File: config.mk
export PLATFORM = sky130hd
export DESIGN_NAME = par2ser_tx_flat
export DESIGN_NICKNAME = d
export VERILOG_FILES = /design/src/rtl/par2ser_tx_if.sv /design/src/rtl/par2ser_tx.sv /design/src/flat_wrapper.sv
export SDC_FILE = /design/constraint.sdc
export NUM_CORES = 1
export LEC_CHECK = 0
export ABC_CLOCK_PERIOD_IN_PS = 14050
export CAP_MARGIN = 25
export CORE_MARGIN = 1
export CORE_UTILIZATION = 55
export CTS_CLUSTER_SIZE = 28
export DETAILED_ROUTE_END_ITERATION = 8
export GPL_TIMING_DRIVEN = 0
export PLACE_DENSITY = 0.79
export RECOVER_POWER = 50
export SYNTH_ARGS = -nofsm -noshare
export SYNTH_HDL_FRONTEND = slang
export SYNTH_SLANG_ARGS = --single-unit
File: constraint.sdc
create_clock -name clk -period 14.05 [get_ports clk]
set_input_delay 2.81 -clock clk [delete_from_list [all_inputs] [get_ports clk]]
set_output_delay 2.81 -clock clk [all_outputs]
set_load 0.02 [all_outputs]
File: src/rtl/par2ser_tx_if.sv
// rtl/par2ser_tx_if.sv - parallel word input and serial bit output bundle for par2ser_tx
interface par2ser_tx_if #(
  parameter int WIDTH = 32
);
  logic [WIDTH-1:0] in_data;
  logic             in_val;
  logic             in_rdy;
  logic             rx_data;
  logic             rx_val;
  logic [31:0]      index;

  modport master (
    output in_data, in_val,
    input  in_rdy, rx_data, rx_val, index
  );

  modport slave (
    input  in_data, in_val,
    output in_rdy, rx_data, rx_val, index
  );
endinterface

File: src/rtl/par2ser_tx.sv
// rtl/par2ser_tx.sv - parallel-to-serial transmitter with one-word holding register and word numbering
module par2ser_tx #(
  parameter int WIDTH     = 32,
  parameter bit MSB_FIRST = 1'b1
) (
  input  logic         clk,
  input  logic         rst,
  par2ser_tx_if.slave  bus
);
  localparam int            CW   = (WIDTH > 1) ? $clog2(WIDTH) : 1;
  localparam logic [CW-1:0] LAST = CW'(WIDTH - 1);

  typedef enum logic {IDLE, SHIFT} state_t;

  state_t           state, state_nxt;
  logic [WIDTH-1:0] shreg;
  logic [WIDTH-1:0] hold_reg;
  logic             hold_full;
  logic [CW-1:0]    bit_cnt;
  logic [31:0]      word_cnt;
  logic [31:0]      index_q;

  logic accept, last_bit, load_hold, load_direct, load, to_hold;

  assign bus.in_rdy  = !hold_full;
  assign accept      = bus.in_val && !hold_full;
  assign last_bit    = (state == SHIFT) && (bit_cnt == LAST);
  // The held word always wins the shifter slot; a new word can only go direct when nothing is held.
  assign load_hold   = last_bit && hold_full;
  assign load_direct = accept && ((state == IDLE) || (last_bit && !hold_full));
  assign load        = load_hold || load_direct;
  assign to_hold     = accept && (state == SHIFT) && !last_bit;
  assign bus.index   = index_q;

  always_ff @(posedge clk or posedge rst) begin
    if (rst) begin
      state <= IDLE;
    end else begin
      state <= state_nxt;
    end
  end

  always_comb begin
    state_nxt = state;
    case (state)
      IDLE:    if (load) state_nxt = SHIFT;
      SHIFT:   if (last_bit && !load) state_nxt = IDLE;
      default: state_nxt = IDLE;
    endcase
  end

  always_comb begin
    bus.rx_val  = 1'b0;
    bus.rx_data = 1'b0;
    if (state == SHIFT) begin
      bus.rx_val  = 1'b1;
      bus.rx_data = MSB_FIRST ? shreg[WIDTH-1] : shreg[0];
    end
  end

  always_ff @(posedge clk or posedge rst) begin
    if (rst) begin
      shreg     <= '0;
      hold_reg  <= '0;
      hold_full <= 1'b0;
      bit_cnt   <= '0;
      word_cnt  <= '0;
      index_q   <= '0;
    end else begin
      if (load) begin
        shreg    <= load_hold ? hold_reg : bus.in_data;
        bit_cnt  <= '0;
        index_q  <= word_cnt;
        word_cnt <= word_cnt + 32'd1;
      end else if (state == SHIFT) begin
        shreg   <= MSB_FIRST ? {shreg[WIDTH-2:0], 1'b0} : {1'b0, shreg[WIDTH-1:1]};
        bit_cnt <= last_bit ? '0 : bit_cnt + CW'(1);
      end

      if (to_hold) begin
        hold_reg  <= bus.in_data;
        hold_full <= 1'b1;
      end else if (load_hold) begin
        hold_full <= 1'b0;
      end
    end
  end
endmodule

File: src/flat_wrapper.sv
// flat-port wrapper written by rule: the top's interface ports become plain ports
module par2ser_tx_flat 
#(
  parameter int WIDTH     = 32,
  parameter bit MSB_FIRST = 1'b1
)
  (clk, rst, bus_in_data, bus_in_val, bus_in_rdy, bus_rx_data, bus_rx_val, bus_index);
  par2ser_tx_if #(.WIDTH(WIDTH)) bus_i ();
  input  logic clk;
  input  logic rst;
  input wire logic [$bits(bus_i.in_data)-1:0] bus_in_data;
  input wire logic [$bits(bus_i.in_val)-1:0] bus_in_val;
  output wire logic [$bits(bus_i.in_rdy)-1:0] bus_in_rdy;
  output wire logic [$bits(bus_i.rx_data)-1:0] bus_rx_data;
  output wire logic [$bits(bus_i.rx_val)-1:0] bus_rx_val;
  output wire logic [$bits(bus_i.index)-1:0] bus_index;
  assign bus_i.in_data = bus_in_data;
  assign bus_i.in_val = bus_in_val;
  assign bus_in_rdy = bus_i.in_rdy;
  assign bus_rx_data = bus_i.rx_data;
  assign bus_rx_val = bus_i.rx_val;
  assign bus_index = bus_i.index;
  par2ser_tx #(.WIDTH(WIDTH), .MSB_FIRST(MSB_FIRST)) u_core (.clk(clk), .rst(rst), .bus(bus_i));
endmodule
==> results of run 1 <==
==> metal layers <==
metal / routed length [um] / part of all wire
met4: 280 / 0.022
met5: 0 / 0
met1: 5443 / 0.43
met3: 571 / 0.045
met2: 6496 / 0.51
==> worst max-delay path: cells and delay by family <==
kind	cells	cell delay [ns]
XOR/XNOR	1	0.19
buffers and inverters	1	0.64
multiplexers	1	0.22
AND/OR/NAND/NOR	3	1.34
==> cells in the mapped netlist (4+ instances only) <==
cell type  instances
mux2i_1           33
clkbuf_1          20
dfrtp_1          135
xor2_1             9
inv_1              8
o21ai_0           74
nand3_1           14
mux2_2            32
and3_1             6
xnor2_1           22
buf_1              7
nand4_1            4
nor2_1            11
nand2_1          164
==> report_power, final <==
group / leakage (nW) / switching [mW] / internal, mW
clock network: 0.335 / 0.162 / 0.351
registers: 1.73 / 0.00758 / 0.404
logic: 1.45 / 0.0163 / 0.0221
total: 3.51 / 0.186 / 0.777
==> stage by stage <==
step             util  power, mW
2_1_floorplan       -     0.4375
3_3_place_gp   0.6528     0.4530
3_5_place_dp   0.6559     0.4572
4_1_cts        0.7225     0.9689
5_1_grt        0.7204     0.9891
6_report       0.7204     0.9631
==> worst max-delay path by stage <==
stage / startpoint / end / slack, ns / cells past startpoint
2_1_floorplan: rst / u_core.bit_cnt[0] / 7.63 / 1
3_3_place_gp: rst / u_core.bus.index[12] / 5.97 / 2
3_5_place_dp: bus_in_val / u_core.word_cnt[28] / 8.88 / 6
4_1_cts: u_core.state / bus_rx_data / 9.35 / 3
5_1_grt: bus_in_val / u_core.word_cnt[23] / 9.17 / 6
6_report: bus_in_val / u_core.word_cnt[23] / 9.25 / 6
==> cell type report <==
cell class / count / share of cell area
clock buffers: 19 / 0.05939
multi-input cells: 395 / 0.3141
inverters: 8 / 0.004206
repair buffers: 71 / 0.09724
flip-flops and latches: 135 / 0.4542
well taps: 136 / 0.02288
plain buffers: 29 / 0.01497
clock inverters: 12 / 0.03297
==> placed cells by master, fill, tap and decap left out, types with 2 or more instances in the layout <==
cell type and n:
nand4_1 5, dlygate4sd3_1 2, dfrtp_1 135, clkdlybuf4s50_1 67, buf_1 7, mux2_2 32
and4_1 3, clkinv_2 2, ha_1 3, and3_1 6, nor2_1 11, or4_1 2
inv_6 2, a21oi_1 3, clkbuf_8 3, buf_2 3, mux2i_1 33, clkbuf_16 16
nand3_1 14, nor3_1 3, bufinv_16 7, o21ai_0 74, xnor2_1 22, nor2b_1 2
nand2_1 164, inv_1 7, xor2_1 9, clkbuf_1 20
==> kinds of logic after synthesis <==
| logic type | share of synthesized area |
|---|---|
| AOI/OAI and AO/OA | 0.06705 |
| DFF | 0.5747 |
| muxes | 0.1201 |
| xor gates and xnor gates | 0.04896 |
| and+or+nand+nor | 0.1588 |
| buffers and inverters | 0.02405 |
| adders and majority gates | 0.006386 |
==> metrics.txt, run 1 <==
DRT Wirelength 12.79 mm; Worst Hold End u_core.bus.index[25]; post-DR wirelength/cell 15.89 um; post-CTS setup buffer count 0; CP Capture Type flop; hold_buf cts 0; area fraction of the dominant cell type after synthesis 0.5747; syn_nets 605; max-slew violation count 0; Overflow after GRT 0; Slew @ Worst Pin 1.471 ns; max-cap viol count 1; Vias 4459; Lkg Pwr 3.514 nW; CP max stage delay 0.89 ns; final instance area 0.007437 sq mm; worst-skew pair later-pin latency 0.52 ns; DIE WIDTH 105.4 um; Worst Min Path Start u_core.bus.index[25]; CP cell instances dlygate4sd3_1, mux2_1, nand4_1, nor4_2, nand2_1, xnor2_1; overall global routing resource usage 0.2532; CTS root buffer clkbuf_8; DP Wirelength 8.503 mm; Slew HR 0.01414; sequential cell area fraction in the yosys report 0.5747; Yosys reg bits 135; endpoints failing hold 0; met2 Usage GRT 0.4140; Final ANT Viol Nets 0; DRT iter0 DRCs 269; Worst EP required 14.44 ns; met1 Track Usage GR 0.3286; TritonCTS clock tree yes; initial antenna violation count 0; Yosys warning count 0; Post-synth EDFFs 0; R2R depth 9; largest net degree at the start of global routing 106; CP Class in -> reg; die height 105.4 um; Syn Inst Count 567; Period Utilization, post-route 0.3418; DRC errors left 0; synth top area cells dfrtp_1, nand2_1, o21ai_0; Cell variety after synth 31; boundary pin count 70; dominant synthesized flop cell dfrtp_1; outcome finished, violations left; Worst Path Max Fanout 8; first-pass GRT wire length 21.93 mm; routability cong. 0.7648; fillers 708; 1st-pass router iterations 4; Starting Density 0.5694; post-cts sizing count 0; busiest grt layer met2; worst hold margin 0.4717 ns; dpl ws 8.877 ns; Worst path slowest cell nor4_2; setup TNS 0 ns; Peak Freq 208.2 MHz; Seq. cell area 0.003378 sq mm; met3 Track Usage GR 0.05195; startpoint types primary input; port bufs 69; Synth area leader dfrtp_1; final setup violation count 0; final std cells w/o fill 805; CP arrival 5.20 ns; Mapped Area 0.005878 sq mm; Layout Skew 0.004341 ns; area of the multi-input gates 0.002336 sq mm; reg2reg setup slack 11.06 ns; pwr dens 129.5 mW/mm^2; H-tree Lvls 4; Period minus WS final 4.802 ns; RSZ-0062 raised after global routing no; Core ar. 0.01032 sq mm; Placed Area 0.006771 sq mm; worst r2r dst u_core.word_cnt[23]; Bufs on Longest Clock Path 2; Area Growth Syn to Fin 26.52%; # diodes 0; Layout Nets 695; Hold Crit Depth 2; violated checks max-capacitance violations; vias in the first global route 4544; clk sink count 135; Async SR Flop Fraction 1.000; synthesized area per cell 10.37 sq um; row count 37; Num CTS Buffers 17; vias per cell 5.539; final worst slack 9.248 ns; Cells after DPL 773; die area 0.01110 sq mm; reg2reg start u_core.bit_cnt[0]; Worst-path clk slew 0.06 ns; worst ir drop on vdd 0.07066 mV; HP Class reg -> reg; layout cells sized above 1 0.1076
Power figures use the tool's default switching activity.
==> inputs of run 2 (changes only) <==
--- a/config.mk
+++ b/config.mk
@@ -5,14 +5,14 @@
 export SDC_FILE = /design/constraint.sdc
 export NUM_CORES = 1
 export LEC_CHECK = 0
-export ABC_CLOCK_PERIOD_IN_PS = 14050
+export ABC_CLOCK_PERIOD_IN_PS = 4350
 export CAP_MARGIN = 25
 export CORE_MARGIN = 1
-export CORE_UTILIZATION = 55
+export CORE_UTILIZATION = 50
 export CTS_CLUSTER_SIZE = 28
 export DETAILED_ROUTE_END_ITERATION = 8
 export GPL_TIMING_DRIVEN = 0
-export PLACE_DENSITY = 0.79
+export PLACE_DENSITY = 0.76
 export RECOVER_POWER = 50
 export SYNTH_ARGS = -nofsm -noshare
 export SYNTH_HDL_FRONTEND = slang
==> constraint.sdc (replaced) <==
create_clock -name clk -period 4.35 [get_ports clk]
set_input_delay 0.87 -clock clk [delete_from_list [all_inputs] [get_ports clk]]
set_output_delay 0.87 -clock clk [all_outputs]
set_load 0.02 [all_outputs]
==> run 2 against run 1 <==
  * The flow now finishes without violations
  * Via count shrank 3.1%
  * Combinational power grew to 3.3 times the previous value
  * Non-clock buffer count grew 1
  * Hold slack lost 0.0046 ns
  * Core utilization shrank 8.0 points
  * Clock power grew to 2.6 times the previous value
  * Setup slack lost 8.0 ns
  * Register-to-register slack lost 9.6 ns
  * Global-route usage shrank 3.0 points
  * Critical endpoint is now u_core.hold_reg[26]
  * Largest power group is now registers
==> metrics.txt, run 2 (synthesized netlist as in run 1, its figures left out) <==
DRT iter0 DRCs 253; die area 0.01219 sq mm; boundary pin count 70; Setup crit start rst; setup TNS 0 ns; Layout Nets 696; Power Internal 2.216 mW; DRC errors left 0; Bufs on Longest Clock Path 2; first-pass GRT wire length 21.76 mm; startpoint types primary input; Vias 4320; CP cell instances dlygate4sd3_1, clkinvlp_2, clkbuf_1; initial antenna violation count 1; TritonCTS clock tree yes; final instance area 0.007311 sq mm; Slew HR 0.03453; worst ir drop on vdd 0.3024 mV; net switching power figure 0.5663 mW; commonest cells after routing, fill and taps aside nand2_1, dfrtp_1, o21ai_0, clkdlybuf4s50_1, mux2i_1; final worst slack 1.256 ns; Final ANT Viol Nets 0; DIE WIDTH 110.4 um; post-CTS setup buffer count 0; Num CTS Buffers 17; Power Total 2.782 mW; Worst Path Max Fanout 28; clk sink count 135; post-DR wirelength/cell 15.18 um; outcome finished clean; post-cts sizing count 0; vias in the first global route 4555; vias per cell 5.333; Period minus WS final 3.094 ns; DRT Wirelength 12.29 mm; Logic pwr share 0.045; port bufs 69; Worst Min Path Start u_core.bus.index[25]; Starting Density 0.5148; Worst-path clk slew 0.05 ns; reg2reg start u_core.bit_cnt[0]; largest net degree at the start of global routing 43; max-slew violation count 0; CP max stage delay 1.12 ns; CP arrival 3.37 ns; Seq pwr share 0.478; row count 39; Lkg Pwr 3.456 nW; routability cong. 0.7758; worst-skew pair later-pin latency 0.42 ns; 1st-pass router iterations 5; Peak Freq 323.3 MHz; Clock power frac 0.477; commonest non-fill, non-tap cell in the layout nand2_1; die height 110.4 um; H-tree Lvls 4; CP Capture Type async pin; HP Class reg -> reg; CP Class in -> async; hold_buf cts 0; Worst path slowest cell clkbuf_1; switching share of power 0.2035; dpl ws 1.247 ns; Core ar. 0.01142 sq mm; endpoints failing hold 0; DP Wirelength 8.788 mm; max-cap viol count 0; pwr dens 380.6 mW/mm^2; Overflow after GRT 0; layout cells sized above 1 0.09760; RSZ-0062 raised after global routing no; final setup violation count 0; Placed Area 0.006812 sq mm; Slew @ Worst Pin 1.448 ns; CTS root buffer clkbuf_16; overall global routing resource usage 0.2233; Layout Skew 0.005536 ns; Area Growth Syn to Fin 24.37%; Period Utilization, post-route 0.7112; Worst EP required 4.62 ns
==> run 2: worst max-delay path: cells and delay by family <==
| kind | cells | cell delay (ns) |
|---|---|---|
| buffers and inverters | 3 | 2.48 |
==> run 2: cell type report <==
| class | count | area, sq um |
|---|---|---|
| flip-flops and latches | 135 | 3378 |
| clock buffers | 22 | 454.2 |
| plain buffers | 29 | 110.1 |
| multi-input cells | 395 | 2344 |
| repair buffers | 72 | 734.5 |
| fillers | 947 | 4108 |
| well taps | 143 | 178.9 |
| inverters | 8 | 31.28 |
| clock inverters | 5 | 77.57 |
| diodes | 1 | 2.502 |
==> run 2: final timing paths <==
kind                                        endpoint  slack (ns)  cells past startpoint
min in group asynchronous       u_core.bus.index[11]        1.22                      2
worst max-delay path             u_core.hold_reg[26]        1.26                      3
worst max register to register   u_core.word_cnt[16]        1.45                      9
worst min-delay path            u_core.bus.index[25]        0.47                      2
max in group clk                 u_core.word_cnt[16]        1.45                      9
worst min register to register  u_core.bus.index[25]        0.47                      2
==> run 2: per-layer routing <==
metal,part of all wire,wire length (um),GRT usage,vias to the layer above
met5,0,0,0,-
met3,0.036,445,0.04995,28
met4,0.028,340,0.1058,0
met2,0.49,6051,0.3607,90
met1,0.44,5457,0.2862,2130
li1,-,-,-,2072
==> run 2: power groups by stage <==
| stage | sequential (mW) | combinational (mW) | clock (mW) |
|---|---|---|---|
| 2_1_floorplan | 1.34 | 0.0708 | 0 |
| 3_3_place_gp | 1.35 | 0.118 | 0 |
| 3_5_place_dp | 1.35 | 0.131 | 0 |
| 4_1_cts | 1.33 | 0.132 | 1.35 |
| 5_1_grt | 1.33 | 0.140 | 1.41 |
| 6_report | 1.33 | 0.126 | 1.33 |
==> run 2: stage by stage <==
stage,utilization,std cells,hold slack (ns)
finish,0.6403,810,0.4671
global placement,0.5913,779,0.4570
detailed placement,0.5965,782,0.4652
CTS,0.6431,809,0.4787
floorplan,-,567,0.4424
global route,0.6403,810,0.4924
